`src/rtl/lab_pkg.sv`:
```
// Shared definitions for the lab input-conditioning blocks.
// Holds the debouncer FSM encoding and the board clock constant used to size
// the debounce window for synthesis.
package lab_pkg;

  // Debouncer FSM state encoding
  localparam logic [1:0] ST_IDLE        = 2'd0;
  localparam logic [1:0] ST_PRESS_CHK   = 2'd1;
  localparam logic [1:0] ST_PRESSED     = 2'd2;
  localparam logic [1:0] ST_RELEASE_CHK = 2'd3;

  typedef enum logic [1:0] {
    IDLE        = ST_IDLE,
    PRESS_CHK   = ST_PRESS_CHK,
    PRESSED     = ST_PRESSED,
    RELEASE_CHK = ST_RELEASE_CHK
  } db_state_e;

  // Board clock and the debounce window it implies (10 ms at 50 MHz)
  localparam int unsigned BOARD_CLK_HZ        = 50_000_000;
  localparam int unsigned DEBOUNCE_MS         = 10;
  localparam int unsigned BOARD_STABLE_CYCLES = (BOARD_CLK_HZ / 1000) * DEBOUNCE_MS;

endpackage

```
`src/rtl/sync_2ff.sv`:
```
// Two-flop synchroniser for one asynchronous bit.
// Ports:
//   clk - system clock
//   rst - asynchronous active-high reset, clears both stages to 0
//   d   - asynchronous input
//   q   - synchronised output (second stage)
module sync_2ff (
  input  logic clk,
  input  logic rst,
  input  logic d,
  output logic q
);

  logic s0_q, s0_d;
  logic s1_q, s1_d;

  always_comb begin
    s0_d = d;
    s1_d = s0_q;
  end

  always_ff @(posedge clk or posedge rst) begin
    if (rst) begin
      s0_q <= 1'b0;
      s1_q <= 1'b0;
    end else begin
      s0_q <= s0_d;
      s1_q <= s1_d;
    end
  end

  assign q = s1_q;

endmodule

```
`src/rtl/btn_debounce.sv`:
```
// Push-button conditioner: synchronises the raw input, accepts a transition
// only after STABLE_CYCLES identical samples, and emits a clean level plus
// one-cycle press, release and long-press events.
// Ports:
//   clk        - system clock, rising edge
//   rst        - asynchronous active-high reset
//   in         - raw asynchronous button level (1 = pressed)
//   level      - debounced level
//   rise       - one-cycle pulse on accepted press
//   fall       - one-cycle pulse on accepted release
//   long_press - one-cycle pulse LONG_CYCLES after rise, once per press
module btn_debounce
  import lab_pkg::*;
#(
  parameter int unsigned STABLE_CYCLES = 16,
  parameter int unsigned LONG_CYCLES   = 64
) (
  input  logic clk,
  input  logic rst,
  input  logic in,
  output logic level,
  output logic rise,
  output logic fall,
  output logic long_press
);

  localparam int unsigned CNT_W  = $clog2(STABLE_CYCLES) + 1;
  localparam int unsigned HOLD_W = $clog2(LONG_CYCLES) + 1;

  localparam logic [CNT_W-1:0]  CNT_ONE   = CNT_W'(1);
  localparam logic [CNT_W-1:0]  CNT_LAST  = CNT_W'(STABLE_CYCLES - 1);
  localparam logic [HOLD_W-1:0] HOLD_ONE  = HOLD_W'(1);
  localparam logic [HOLD_W-1:0] HOLD_MAX  = HOLD_W'(LONG_CYCLES);
  localparam logic [HOLD_W-1:0] HOLD_LAST = HOLD_W'(LONG_CYCLES - 1);

  logic s1;

  db_state_e         state_q, state_d;
  logic [CNT_W-1:0]  cnt_q, cnt_d;
  logic [HOLD_W-1:0] hold_q, hold_d;
  logic              level_q, level_d;
  logic              rise_q, rise_d;
  logic              fall_q, fall_d;
  logic              long_q, long_d;
  logic              hold_run;

  sync_2ff u_sync (
    .clk (clk),
    .rst (rst),
    .d   (in),
    .q   (s1)
  );

  // Next-state, counters and event pulses
  always_comb begin
    state_d = state_q;
    cnt_d   = cnt_q;
    hold_d  = hold_q;
    level_d = level_q;
    rise_d  = 1'b0;
    fall_d  = 1'b0;
    long_d  = 1'b0;

    // Hold time runs while pressed, including release qualification, and
    // saturates at LONG_CYCLES so long_press fires only on the way up.
    hold_run = (state_q == PRESSED) || (state_q == RELEASE_CHK);
    if (hold_run && (hold_q != HOLD_MAX)) begin
      hold_d = hold_q + HOLD_ONE;
      if (hold_q == HOLD_LAST) begin
        long_d = 1'b1;
      end
    end

    case (state_q)
      IDLE: begin
        if (s1) begin
          state_d = PRESS_CHK;
          cnt_d   = CNT_ONE;
        end
      end
      PRESS_CHK: begin
        if (!s1) begin
          state_d = IDLE;
          cnt_d   = '0;
          hold_d  = '0;
        end else if (cnt_q == CNT_LAST) begin
          state_d = PRESSED;
          rise_d  = 1'b1;
          level_d = 1'b1;
          hold_d  = '0;
        end else begin
          cnt_d = cnt_q + CNT_ONE;
        end
      end
      PRESSED: begin
        if (!s1) begin
          state_d = RELEASE_CHK;
          cnt_d   = CNT_ONE;
        end
      end
      RELEASE_CHK: begin
        // A high sample here is bounce: resume the press, keep hold time.
        if (s1) begin
          state_d = PRESSED;
        end else if (cnt_q == CNT_LAST) begin
          state_d = IDLE;
          fall_d  = 1'b1;
          level_d = 1'b0;
          cnt_d   = '0;
          hold_d  = '0;
        end else begin
          cnt_d = cnt_q + CNT_ONE;
        end
      end
      default: begin
        state_d = IDLE;
        cnt_d   = '0;
        hold_d  = '0;
        level_d = 1'b0;
      end
    endcase
  end

  // State and output registers
  always_ff @(posedge clk or posedge rst) begin
    if (rst) begin
      state_q <= IDLE;
      cnt_q   <= '0;
      hold_q  <= '0;
      level_q <= 1'b0;
      rise_q  <= 1'b0;
      fall_q  <= 1'b0;
      long_q  <= 1'b0;
    end else begin
      state_q <= state_d;
      cnt_q   <= cnt_d;
      hold_q  <= hold_d;
      level_q <= level_d;
      rise_q  <= rise_d;
      fall_q  <= fall_d;
      long_q  <= long_d;
    end
  end

  assign level      = level_q;
  assign rise       = rise_q;
  assign fall       = fall_q;
  assign long_press = long_q;

endmodule

```
`config.mk`:
```
export PLATFORM = sky130hd
export DESIGN_NAME = btn_debounce
export DESIGN_NICKNAME = d
export VERILOG_FILES = /design/src/rtl/lab_pkg.sv /design/src/rtl/sync_2ff.sv /design/src/rtl/btn_debounce.sv
export SDC_FILE = /design/constraint.sdc
export NUM_CORES = 1
export LEC_CHECK = 0
export BUFFER_PORTS_ARGS = -buffer_cell sky130_fd_sc_hd__buf_4
export CAP_MARGIN = 30
export CORE_AREA = 2 2 48 50
export DETAILED_ROUTE_END_ITERATION = 7
export DIE_AREA = 0 0 50 52
export GPL_TIMING_DRIVEN = 0
export PLACE_DENSITY = 0.68
export SETUP_SLACK_MARGIN = 0.4
export SLEW_MARGIN = 20
export SYNTH_ARGS = -nofsm -noshare
export SYNTH_HDL_FRONTEND = slang
export SYNTH_SLANG_ARGS = --single-unit
```
`constraint.sdc`:
```
create_clock -name clk -period 5.2 [get_ports clk]
set_input_delay 1.04 -clock clk [delete_from_list [all_inputs] [get_ports clk]]
set_output_delay 1.04 -clock clk [all_outputs]
set_load 0.05 [all_outputs]
```
==> impl_summary.md, run 1 <==
Power and ir drop
Of the total power, the share spent switching nets is 0.235. For this design the ratio of total power to cell area is 280 nW/um^2. Internal power comes to 0.257 mW.

Of the total power, the clock network draws 0.379. The switching power is 0.0790 mW. The share of total power dissipated in combinational logic is 0.103. Of the total power, registers draw 0.518.

For this design the static power due to leakage is 0.561 nW. The worst-case IR drop observed on VDD is 0.226 mV.

Die
The width of the die is 50 um. The floorplan step defined a die boundary enclosing 2600 um^2. In this run the standard cell core region covers 2110 um^2.

The chip height is 52 um. During I/O placement, the number of pins put on the boundary was 7. The row count is 17. For this configuration, the core starts out at a cell density of 0.507.

Logic synthesis
After synthesis, the share of flip-flops with an asynchronous set or reset is 1.00. The cell type contributing the most total cell area after synthesis is sky130_fd_sc_hd__dfrtp_1. By area, the combinational part of the netlist is dominated by simple AND/OR/NAND/NOR gates. In the post-synthesis netlist, the biggest area contributors are sky130_fd_sc_hd__dfrtp_1 47%, sky130_fd_sc_hd__ha_1 5.9%, sky130_fd_sc_hd__xor2_1 4.1%. The portion of synthesized area spent on multiplexers is 0.00937. The number of enable-type register cells in the synthesized netlist is 0.

The synthesized netlist contains 35 unique library cells. Of the total synthesized cell area, the portion taken by AND, OR, NAND and NOR gates is 0.200. The average instance in the mapped netlist occupies 9.89 um^2. The synthesized design contains 20 register bits. Of the synthesized area, sequential elements account for 0.468.

The synthesized netlist cell count is 108. Of the total synthesized cell area, the portion taken by XOR and XNOR cells is 0.0492. The number of nets handed over by synthesis was 116. The share of synthesized area in the top cell type comes to 0.468.

The Yosys step of the flow raised 0 warnings. The area fraction in compound gates after synthesis is 0.144. Of the total synthesized cell area, the portion taken by full adders, half adders and majority gates is 0.0679.

For this run, the leading register cell type out of synthesis is sky130_fd_sc_hd__dfrtp_1. The post-synthesis instance area is 1070 um^2.

Cells and area
The number of filler cells placed in the layout is 176. The final design instance area without fill is 1200 um^2. At the end of the flow, the number of nets in the layout was 127. The leading cell type in the layout, fill and taps excluded is sky130_fd_sc_hd__dfrtp_1. The top cell types in the final layout, fill and taps aside, are 20 x sky130_fd_sc_hd__dfrtp_1, 10 x sky130_fd_sc_hd__nor2_1, 9 x sky130_fd_sc_hd__nand2_1.

The repair_antennas step left the layout with diodes totalling 0. Relative to the synthesized area, the layout overhead comes to 12.4%. Of the cells placed in the final design, the portion with a size suffix greater than 1 is 0.153.

Placement
The post-place instance area is 1150 um^2. The quantity of I/O buffers inserted on ports is 6. The estimated wirelength of the detail-placed design is 1340 um.

The global placer's final weighted congestion is 0.766. The worst setup timing slack at the placement stage is 3210 ps.

Timing
The number of endpoints with negative hold slack in the final report is 0. The final-report max-slew violation count is 0. At the pin with the least slew margin, the transition time is 721 ps. The fmax is 486 MHz. The count of endpoints failing setup in the final report is 0. The clock period could shrink to 2060 ps. The final sum of negative setup slack is 0 ps.

The portion of the clock cycle consumed by the worst path in the final layout is 0.395. On the final layout, the worst clock skew is 2.24 ps. The relative slew slack is 0.519. After layout, the worst setup slack is 3140 ps. Setup repair after global routing left no endpoint under its margin.

Setup path
The signal on the critical path passes through ha_1 > nand3_1 > inv_1 > ha_1 > clkbuf_1 > nand2_1 > o21ai_0 > o21ai_0. The critical path's slowest cell is sky130_fd_sc_hd__dfrtp_1. The maximum cell stage delay along the critical path is 490 ps. STA classifies the critical path endpoint as a flip-flop. The required time at the endpoint of the critical path is 5390 ps. The startpoint kind of the worst setup timing path is a flip-flop. At the worst endpoint, the arrival time is 2250 ps.

The largest fanout of any net on the critical path is 10. The cell type group with the largest total delay on the critical path is flip-flops. The number of buffers and inverters on the critical path is 2. The setup slack of the worst register-to-register path is 3140 ps. The setup path with the least slack is of type reg2reg.

Routing
After detailed routing, the number of vias per cell comes to 5.51. The wire length per cell after detailed routing is 12.9 um. The aggregate routed wire length is 1890 um.

The detail route stage leaves a number of antenna-violating nets equal to 0. The total DRC errors in the routed layout is 0. The number of detailed-routing iterations run before antenna repair is 4. The detailed router finished its first iteration with 14 violations. The number of vias in the routed layout is 805.

GRT
The wire length of the first global-routing pass is 3370 um. In the global route stage, met2 resource usage came out at 0.254. In the global route stage, met1 resource usage came out at 0.246. The number of antenna violations at the first check in global routing is 0. The via count of the first global-routing pass is 730. In this run the most used layer during global routing was met2. The pin count of the biggest net entering global routing is 21.

For this run, the total global-route usage over all layers was measured as 0.171. Global routing finished with a remaining overflow of 0. For this run, global-route usage on met3 was measured as 0.0201.

CTS
Clock tree synthesis found a total of 20 sinks. Counting along the longest clock path gives a buffer depth of 2. TritonCTS created 3 clock buffers. The source-to-sink clock delay at the later pin of the worst-skew pair is 300 ps. Clock-pin slew was measured on the worst setup and hold paths at 120 ps. The number of H-tree branching levels is 1. After clock tree synthesis, the repair step resized 0 gates.

TritonCTS built the clock tree. The number of hold buffers added after CTS was 0. The tree is rooted in a sky130_fd_sc_hd__clkbuf_4. In this run the post-CTS setup repair buffer count came out at 0.

Run status
The run finished with clean final reports.

Job
The count of max-cap constraint violations is 0.

Hold path
The tightest min-delay check is of the reg2reg type.
-- worst register-to-register path, cell delays in order, from the launching register on --
cell and delay, ps:
sky130_fd_sc_hd__dfrtp_1 490, sky130_fd_sc_hd__ha_1 240, sky130_fd_sc_hd__nand3_1 130, sky130_fd_sc_hd__inv_1 80, sky130_fd_sc_hd__ha_1 150, sky130_fd_sc_hd__clkbuf_1 330
sky130_fd_sc_hd__nand2_1 210, sky130_fd_sc_hd__o21ai_0 210, sky130_fd_sc_hd__o21ai_0 100
-- synthesized netlist by cell type, drive strengths merged (3+ instances only) --
cell type / number
xor2: 5
o21ai: 5
a31oi: 4
nand4: 3
dfrtp: 20
o211ai: 3
nand2: 9
nor2: 10
a21oi: 3
inv: 8
buf: 5
ha: 5
-- cells by family (layout without fill, tap and decap cells) --
group | Yosys count | in the layout
buffers and inverters | 15 | 25
adders and majority gates | 6 | 6
AOI/OAI and AO/OA | 21 | 21
DFF | 20 | 20
and+or+nand+nor | 39 | 39
muxes | 1 | 1
xor gates and xnor gates | 6 | 6
-- through the flow --
stage / std cells / hold slack, ps / power, mW / utilization
final: 146 / 366 / 0.336 / 0.570
after global routing: 146 / 371 / 0.352 / 0.570
after CTS: 146 / 368 / 0.339 / 0.570
after detailed placement: 142 / 340 / 0.212 / 0.545
after global placement: 142 / 336 / 0.210 / 0.545
after floorplan: 108 / 331 / 0.203 / -
-- cell type report --
| type | instances | area, um^2 | area share |
|---|---|---|---|
| tap | 28 | 35.0 | 0.0292 |
| clock buffer | 3 | 22.5 | 0.0188 |
| sequential | 20 | 500 | 0.417 |
| inverter | 8 | 30.0 | 0.0250 |
| clock inverter | 1 | 30.0 | 0.0250 |
| buffer | 7 | 35.0 | 0.0292 |
| timing repair buffer | 6 | 45.0 | 0.0375 |
| multi-input combinational | 73 | 503 | 0.419 |
-- routing by layer --
metal	vias to the layer above	wire (um)
met4	0	48
met1	371	923
met2	30	816
met5	-	0
li1	397	-
met3	7	97
-- worst paths after layout --
kind                             start  depth (start not counted)         to
max                           cnt_q[0]                          8      level
min                        u_sync.s0_q                          0   u_sync.q
max reg2reg                   cnt_q[0]                          8      level
min reg2reg                u_sync.s0_q                          0   u_sync.q
max in group asynchronous          rst                          2   cnt_q[1]
min in group asynchronous          rst                          2  hold_q[0]
-- state kept, by name, summed over array words and instances, names as in the netlist, named ones only --
signal       count
hold_q           7
cnt_q            5
fall             1
level            1
long_press       1
rise             1
state_q          1
u_sync.q         1
u_sync.s0_q      1
-- power by group through the flow --
stage	Sequential [mW]	Clock, mW	Combinational (mW)
after floorplan	0.174	0	0.0284
after global placement	0.177	0	0.0336
after detailed placement	0.177	0	0.0345
after CTS	0.174	0.130	0.0346
after global routing	0.176	0.135	0.0408
final	0.174	0.127	0.0346
(Power assumes the default switching activity.)
==> run 2: changes to the inputs <==
==> constraint.sdc (replaced) <==
create_clock -name clk -period 2 [get_ports clk]
set_input_delay 0.4 -clock clk [delete_from_list [all_inputs] [get_ports clk]]
set_output_delay 0.4 -clock clk [all_outputs]
set_load 0.05 [all_outputs]
==> impl_summary.md, run 2 (same netlist as run 1, synthesis figures left out) <==
Run status
The flow ran to the end, and the final reports show no timing, DRC or antenna violations.

Routing
The total DRC errors in the routed layout is 0 (unchanged). The wire length per cell after detailed routing is 13.6 um (+5.0%). The starting DRC count in detailed routing is 14 (unchanged). The number of detailed-routing iterations run before antenna repair was 4 (unchanged). The number of vias in the routed layout is 836 (+3.9%). The aggregate routed wire length is 2030 um (+7.8%). The residual antenna-violating net count after detailed routing is 0 (unchanged). The number of vias per cell is 5.57 (+1.1%).

Cells and area
The final standard cell utilization of the core was 0.609 (+0.0386). The register bank with the most flops is hold_q. In the final layout, the registers with the most flip-flops are hold_q x7, cnt_q x5.

The number of antenna diodes is 0 (unchanged). The final non-filler cell total is 150 (+2.7%). The flip-flop count of the largest register after layout came to 7 (unchanged).

The final net count is 132 (+3.9%). From synthesis to final layout, the design area changed by 20.0%. Leaving out fill and tap cells, the most frequent cells in the layout are 19 x sky130_fd_sc_hd__dfrtp_1, 12 x sky130_fd_sc_hd__buf_4, 9 x sky130_fd_sc_hd__nand2_1. The leading cell type in the layout, fill and taps excluded is sky130_fd_sc_hd__dfrtp_1. The ratio of cells with drive above 1 in the final layout is 0.295 (+0.143).

Die
The area of the core region is 2110 um^2 (unchanged). The chip height was 52 um (unchanged). The row count is 17 (unchanged). The floorplan die area is 2600 um^2 (unchanged).

The width of the die is 50 um (unchanged). The count of boundary I/O pins is 7 (unchanged). The starting density of the core is 0.507 (unchanged).

Placement
The quantity of I/O buffers inserted on ports is 6 (unchanged). The estimated wirelength of the detail-placed design is 1390 um (+3.8%). The cell count after placement came to 142 (unchanged). The global placer's final weighted congestion was 0.831 (+8.6%).

Power and ir drop
The combinational fraction of design power is 0.194 (+0.091). The switching power is 0.220 mW (+180%). The part of the power in the clock network was 0.242 (-0.137).

The power density over the cells came to 619 nW/um^2 (+120%). The overall power of the completed layout was 0.794 mW (+140%). The cell-internal power is 0.574 mW (+120%). The switching part of the total is 0.277 (+0.0421).

The sequential fraction of design power is 0.564 (+0.046). The cell leakage power was 0.567 nW (+1.2%). The peak supply drop was 0.471 mV (+110%).

Timing
The final hold slack came to 192 ps (-173 ps). Setup repair after global routing could not meet its margin everywhere. The largest clock skew in the final design is 3.31 ps (+1.07 ps).

The final sum of negative setup slack is 0 ps (unchanged). The relative slew slack came to 0.509 (-0.00971). The fmax is 625 MHz (+29%).

The portion of the clock cycle consumed by the worst path in the final layout was 0.800 (+0.404). The number of endpoints with negative hold slack in the final report is 0 (unchanged). The count of endpoints failing setup in the final report is 0 (unchanged). The final-report max-slew violation count is 0 (unchanged). The slew of the pin with the lowest slew margin is 735 ps (+14.5 ps). The post-route minimum period was 1600 ps (-456 ps).

Setup path
The required time at the endpoint of the critical path is 2200 ps (-3190 ps). The kind of capture point of the worst setup path is a flip-flop. The cell family contributing the most delay on the critical path is adder cells. The number of buffers and inverters on the critical path is 3 (+1).

The largest individual stage delay along the critical path comes from the cell sky130_fd_sc_hd__dfrtp_1. The startpoint kind of the worst setup timing path is a flip-flop. Traced cell by cell, the critical path runs through ha_4 > nand3_4 > inv_2 > ha_4 > inv_2 > maj3_2 > nor2b_2 > buf_6 > nor2_2. The data arrival time at the worst-slack endpoint is 1800 ps (-450 ps).

The critical path is of the reg2reg type. The largest fanout of any net on the critical path came to 7 (-3). The maximum cell stage delay along the critical path is 400 ps (-90 ps).

GRT
The via count of the first global-routing pass was 779 (+6.7%). The pin count of the biggest net entering global routing is 21 (unchanged). The global routing usage summed across all routing layers was 0.181 (+0.00927). The most used routing layer in global routing is met2. The fraction of met1 tracks used by global routing is 0.251 (+0.00513). The wire length of the first global-routing pass is 3550 um (+5.3%). The met3 track utilization from global routing is 0.0316 (+0.0115). The number of antenna violations at the first check in global routing is 0 (unchanged). The met2 demand-to-capacity share in global routing came to 0.268 (+0.0132). The total grt overflow is 0 (unchanged).

Hold path
In this run the worst hold path is classified as in2reg.

CTS
The deepest clock path buffer count is 2 (unchanged). The cell sitting at the root of the clock tree is a sky130_fd_sc_hd__clkbuf_4. The clock sink total is 20 (unchanged). The quantity of hold-fixing buffers added after cts is 0 (unchanged). The source-to-sink clock delay at the later pin of the worst-skew pair came to 300 ps (about the same). TritonCTS built the clock tree. The number of H-tree branching levels came to 1 (unchanged).

The number of clock buffers inserted by TritonCTS was 3 (unchanged). The clock-pin transition on the worst setup and hold timing paths is 110 ps (about the same).

Job
The count of max-cap constraint violations is 0 (unchanged).
run 2: power by group through the flow:
stage	combinational [mW]	sequential, mW	clock [mW]
after floorplan	0.0764	0.455	0
after global placement	0.0927	0.462	0
after global routing	0.173	0.450	0.209
final	0.154	0.448	0.192
after detailed placement	0.0971	0.462	0
after CTS	0.145	0.448	0.203
run 2: what timing repair did:
action | in CTS | in global routing
cloned | 0 | 0
endpoints found under the setup margin | 17 | 11
resized for setup | 9 | 7
pin swaps | 1 | 2
setup buffers | 4 | 1
run 2: layout make-up:
class                           count  area [um^2]
Inverter                            8         30.0
Sequential cell                    20          502
Buffer                              7         51.3
Timing Repair Buffer               11         82.6
Tap cell                           28         35.0
Clock buffer                        3         22.5
Fill cell                         186          823
Multi-Input combinational cell     73          559
run 2: worst paths after layout:
check                             from          end  slack (ps)  cells after the start
min in group asynchronous          rst     cnt_q[3]         210                      2
min reg2reg                u_sync.s0_q     u_sync.q         360                      0
min                                 in  u_sync.s0_q         190                      1
max                           cnt_q[1]    hold_q[6]         400                      9
max in group asynchronous          rst     cnt_q[0]        1290                      2
max reg2reg                   cnt_q[1]    hold_q[6]         400                      9
run 2: per-layer routing:
| metal | wire length, um | vias up |
|---|---|---|
| met1 | 976 | 407 |
| li1 | - | 406 |
| met2 | 951 | 18 |
| met3 | 64 | 5 |
| met4 | 42 | 0 |
| met5 | 0 | - |
run 2: worst reg2reg max path, cell delays in order (launching register included):
cell and delay, ps:
sky130_fd_sc_hd__dfrtp_1 400, sky130_fd_sc_hd__ha_4 160, sky130_fd_sc_hd__nand3_4 80, sky130_fd_sc_hd__inv_2 80, sky130_fd_sc_hd__ha_4 130, sky130_fd_sc_hd__inv_2 40, sky130_fd_sc_hd__maj3_2 290, sky130_fd_sc_hd__nor2b_2 120
sky130_fd_sc_hd__buf_6 140, sky130_fd_sc_hd__nor2_2 40
run 2: stage by stage:
stage | worst slack, ps | cell area [um^2]
after floorplan | 333 | 1080
after global placement | 160 | 1160
after detailed placement | 125 | 1160
after CTS | 396 | 1260
after global routing | 318 | 1280
final | 401 | 1280
